--- src/rtl/serial_txq_mem.sv ---
// Byte storage for the transmit queue: a register array with synchronous
// write and combinational read, so the head byte is visible in the same cycle.
module serial_txq_mem #(
  parameter int DEPTH_LOG2 = 4
) (
  input  logic                  clk12,
  input  logic                  we,
  input  logic [DEPTH_LOG2-1:0] waddr,
  input  logic [7:0]            wdata,
  input  logic [DEPTH_LOG2-1:0] raddr,
  output logic [7:0]            rdata
);

  localparam int DEPTH = 2 ** DEPTH_LOG2;

  logic [7:0] mem [DEPTH];

  // Contents are never reset; only pointers decide which entries are valid.
  always_ff @(posedge clk12) begin
    if (we) begin
      mem[waddr] <= wdata;
    end
  end

  assign rdata = mem[raddr];

endmodule

--- src/rtl/serial_txq.sv ---
// Transmit byte queue feeding the serial transmitter: circular FIFO with an
// explicit level counter, head byte presented combinationally, sticky overflow.
module serial_txq #(
  parameter int DEPTH_LOG2 = 4
) (
  input  logic                  clk12,
  input  logic                  reset,
  input  logic [7:0]            wr_data,
  input  logic                  wr_en,
  output logic                  full,
  output logic [DEPTH_LOG2:0]   level,
  output logic                  overflow,
  input  logic                  ovf_clr,
  output logic [7:0]            sbyte,
  output logic                  sbyte_rdy,
  input  logic                  ack,
  output logic                  empty
);

  localparam int DEPTH = 2 ** DEPTH_LOG2;
  localparam logic [DEPTH_LOG2:0]   LEVEL_MAX = (DEPTH_LOG2 + 1)'(DEPTH);
  localparam logic [DEPTH_LOG2:0]   LEVEL_ONE = (DEPTH_LOG2 + 1)'(1);
  localparam logic [DEPTH_LOG2-1:0] PTR_ONE   = DEPTH_LOG2'(1);

  logic [DEPTH_LOG2-1:0] wr_ptr;
  logic [DEPTH_LOG2-1:0] rd_ptr;
  logic                  push;
  logic                  pop;

  // Status flags decode only the registered level, never wr_en or ack.
  assign sbyte_rdy = (level != '0);
  assign empty     = (level == '0);
  assign full      = (level == LEVEL_MAX);

  // A pop frees the slot in the same edge, so a write into a full queue is
  // accepted when the head leaves at the same time.
  assign pop  = ack & sbyte_rdy;
  assign push = wr_en & (~full | pop);

  always_ff @(posedge clk12) begin
    if (reset) begin
      wr_ptr   <= '0;
      rd_ptr   <= '0;
      level    <= '0;
      overflow <= 1'b0;
    end else begin
      if (push) begin
        wr_ptr <= wr_ptr + PTR_ONE;
      end
      if (pop) begin
        rd_ptr <= rd_ptr + PTR_ONE;
      end
      if (push && !pop) begin
        level <= level + LEVEL_ONE;
      end else if (pop && !push) begin
        level <= level - LEVEL_ONE;
      end
      // A dropped byte wins over a clear requested in the same cycle.
      if (wr_en && full && !pop) begin
        overflow <= 1'b1;
      end else if (ovf_clr) begin
        overflow <= 1'b0;
      end
    end
  end

  serial_txq_mem #(
    .DEPTH_LOG2(DEPTH_LOG2)
  ) u_mem (
    .clk12 (clk12),
    .we    (push),
    .waddr (wr_ptr),
    .wdata (wr_data),
    .raddr (rd_ptr),
    .rdata (sbyte)
  );

endmodule

--- config.mk ---
export PLATFORM = sky130hd
export DESIGN_NAME = serial_txq
export DESIGN_NICKNAME = d
export VERILOG_FILES = /design/src/rtl/serial_txq_mem.sv /design/src/rtl/serial_txq.sv
export SDC_FILE = /design/constraint.sdc
export NUM_CORES = 1
export LEC_CHECK = 0
export ABC_AREA = 1
export BUFFER_PORTS_ARGS = -buffer_cell sky130_fd_sc_hd__buf_2
export CAP_MARGIN = 20
export CORE_UTILIZATION = 47
export CTS_CLUSTER_DIAMETER = 40
export DETAILED_ROUTE_END_ITERATION = 10
export MAX_ROUTING_LAYER = met4
export SLEW_MARGIN = 20
export SYNTH_ARGS = -nofsm -noshare
export SYNTH_HDL_FRONTEND = slang
export SYNTH_SLANG_ARGS = --single-unit
--- constraint.sdc ---
create_clock -name clk12 -period 3.71 [get_ports clk12]
set_clock_uncertainty 0.05 [all_clocks]
set_input_delay 0.5565 -clock clk12 [delete_from_list [all_inputs] [get_ports clk12]]
set_output_delay 0.5565 -clock clk12 [all_outputs]
set_load 0.02 [all_outputs]
==> metrics.csv <==
stage,metric,value,unit
status,status,completed,
timing,relative slew slack,0.3018,
worst_hold_path,Hold Crit Class,in2reg,
route,met2 wire len,6.475,mm
worst_setup_path,crit path kind,reg2out,
logic_synthesis,adder-cell share of the synthesized area,0.02132,
worst_setup_path,FF-to-FF Start,level[3]$_SDFFE_PP0P_,
clocking,Clock Sinks,146,
die,Die ar.,13700,um^2
timing,highest clock rate,0.3312,GHz
grt,grt ovf,0,
die,IO Pins,30,
worst_setup_path,CP Launch Type,flip-flop,
place,detailed placer's ending HPWL,8.374,mm
logic_synthesis,Unique masters post-synth,24,
finish,Filler cells,1126,
place,Final GP Congestion,0.8188,
route,Residual DRC,0,
pwr,Pleak,2.673,nW
logic_synthesis,largest family of logic cells by synthesized area,simple AND/OR/NAND/NOR gates,
die,core region area,12770,um^2
logic_synthesis,mux cell area share after synthesis,0,
timing,setup violators final,0,
clocking,maximum clock path buffer count,2,
worst_setup_path,Crit path required time,3100,ps
clocking,clk root buf,clkbuf_16,
logic_synthesis,"FF+latch count, synth",146,
clocking,CTS resizes,0,
worst_setup_path,R2R Setup Slk,1360,ps
timing,hold slack,335.8,ps
route,vias per cell,5.228,
pwr,Pwr Density,671.3,nW/um^2
flow_run,max cap viols,0,
logic_synthesis,synthesized area per cell,10.86,um^2
finish,ANT cells,0,
logic_synthesis,yosys warns,0,
logic_synthesis,post-synthesis simple-gate area fraction,0.1780,
pwr,maximum vdd drop,421.2,uV
finish,Final nets,620,
route,initial DRC count,331,
route,top routing layer in use,met4,
route,Vias,4088,
grt,vias in the first global route,3923,
route,TritonRoute pass-1 iters,5,
grt,Total Routing Usage GR,0.2257,
worst_hold_path,worst hold path cell count,4,
logic_synthesis,Post-Synth XOR/XNOR Area,0.004224,
finish,Layout area overhead,12.29,%
place,placed instance count,750,
clocking,"CTS clk-pin slew, worst paths",60,ps
timing,Fin. Hold Viols,0,
route,WL/cell,17.37,um
finish,"commonest cells after routing, fill and taps aside","edfxtp_1, nand2_1, nor2_1",
die,Starting Density,0.4870,
grt,first-pass GRT wire length,21.31,mm
grt,largest net degree at the start of global routing,87,
timing,Slew Limit Fails,0,
timing,min Tclk post-route,3019,ps
place,Port Buf Inserts,29,
clocking,Worst-Skew Late Latency,420,ps
die,die width,117.1,um
timing,unrepaired setup endpoints after global routing,false,
die,Die Y-Extent,117.1,um
finish,post-layout instance count excluding filler cells,782,
grt,initial antenna violation count,0,
clocking,Post-CTS Hold Buffers,0,
clocking,CTS buffer count,17,
logic_synthesis,Mapped Nets,596,
worst_setup_path,worst r2r path cells,13,
logic_synthesis,Post-Syn Area,6221,um^2
die,FP Rows,41,
timing,final worst path period share,0.8138,
logic_synthesis,Compound-Gate Fraction of Synth Area,0.06195,
timing,Setup TNS,0,ps
route,Routed Antenna Nets,0,
clocking,TritonCTS clock tree,yes,
timing,actual slew at the worst max-slew pin,1043,ps
finish,proportion of layout cells with a drive suffix above 1,0.1131,
route,wl on met1,6.155,mm
finish,"commonest non-fill, non-tap cell in the layout",edfxtp_1,
logic_synthesis,Gate Count Post-Synth,573,
worst_setup_path,capturing point of the worst reg2reg path,level[3]$_SDFFE_PP0P_,
clocking,post-CTS setup buffers,0,
worst_hold_path,hold endpoint,overflow$_SDFFE_PP0P_,
route,final WL,13.59,mm
route,Met3 Routed Length,637,um
worst_setup_path,Worst Setup End Kind,output port,
clocking,H-tree Lvls,4,
logic_synthesis,"Seq/Total Area, Yosys",0.6758,
worst_hold_path,Hold Crit Start,ovf_clr,
worst_setup_path,crit-path max FO,47,
worst_setup_path,CP arrival,2410,ps
==> how the worst max path moves through the flow <==
stage / startpoint / slack (ps) / depth (start not counted) / endpoint
4_1_cts: flip-flop / 660 / 8 / sbyte[0]
2_1_floorplan: ack / 1470 / 13 / level[4]$_SDFFE_PP0P_
3_3_place_gp: flip-flop / 1180 / 8 / sbyte[7]
3_5_place_dp: flip-flop / 1130 / 8 / sbyte[0]
6_report: flip-flop / 690 / 8 / sbyte[0]
5_1_grt: flip-flop / 450 / 8 / sbyte[1]
==> cell usage after synthesis <==
library cell / number / area, um^2
o21ai_1: 10 / 50.05
o21ai_0: 26 / 130.1
or2_2: 1 / 6.260
ha_1: 9 / 112.6
edfxtp_1: 128 / 3844
xor2_1: 2 / 17.52
xnor2_1: 1 / 8.760
nor2_2: 1 / 6.260
buf_6: 8 / 90.09
nand2_1: 126 / 473.0
nand4_1: 2 / 12.51
inv_2: 2 / 7.510
clkbuf_2: 1 / 5.000
inv_1: 45 / 168.9
clkbuf_1: 5 / 18.77
nand3_1: 56 / 280.3
fa_1: 1 / 20.02
buf_2: 9 / 45.04
buf_4: 4 / 30.03
nor2_1: 86 / 322.8
a21oi_1: 11 / 55.05
nand2_2: 1 / 6.260
o211ai_1: 20 / 150.1
dfxtp_1: 18 / 360.4
==> kinds of logic (layout without fill, tap and decap cells) <==
kind of cell	count (synthesis)	after routing
compound gates	67	67
fa+ha+maj	10	10
flops	146	146
buf+inv	74	111
xor+xnor	3	3
simple gates	273	273
==> routing by layer <==
layer | track usage | vias to the layer above
li1 | - | 1993
met5 | - | -
met4 | 0.1004 | 0
met1 | 0.2893 | 1955
met3 | 0.04428 | 21
met2 | 0.3499 | 119
==> state kept, by name (all words and copies together), names as in the netlist, named ones only <==
| name | flops |
|---|---|
| level | 5 |
| overflow | 1 |
| wr_ptr | 4 |
| u_mem.mem | 128 |
| rd_ptr | 4 |
==> worst max-delay path: stages, from the launching register on <==
cell	delay (ps)
dfxtp_1	420
inv_2	690
buf_4	300
nor2_1	60
o21ai_0	70
nand3_1	90
nand3_1	110
nand2_1	70
buf_2	150
==> cell type report <==
type / instances / area (um^2) / share of cell area
repair buffers: 32 / 167.7 / 0.02400
well taps: 172 / 215.2 / 0.03081
inverters: 47 / 176.4 / 0.02526
multi-input cells: 353 / 1652 / 0.2364
clock buffers: 17 / 425.4 / 0.06090
flip-flops and latches: 146 / 4205 / 0.6020
clock inverters: 15 / 143.9 / 0.02060
==> report_power, final <==
group	switching [mW]	internal (mW)
logic	0.780	0.361
clock network	0.650	0.979
registers	0.0620	1.86
total	1.49	3.20
==> stage by stage <==
| step | setup slack (ps) | total power, mW | instance area [um^2] | utilization |
|---|---|---|---|---|
| floorplan | 1467 | 2.833 | 6221 | - |
| global placement | 1182 | 3.075 | 6416 | 0.5023 |
| detailed placement | 1126 | 3.096 | 6416 | 0.5023 |
| CTS | 661.5 | 4.718 | 6985 | 0.5469 |
| global route | 454.1 | 4.945 | 6985 | 0.5469 |
| finish | 690.7 | 4.689 | 6985 | 0.5469 |
Note: power is estimated with default switching activity, not from simulation.
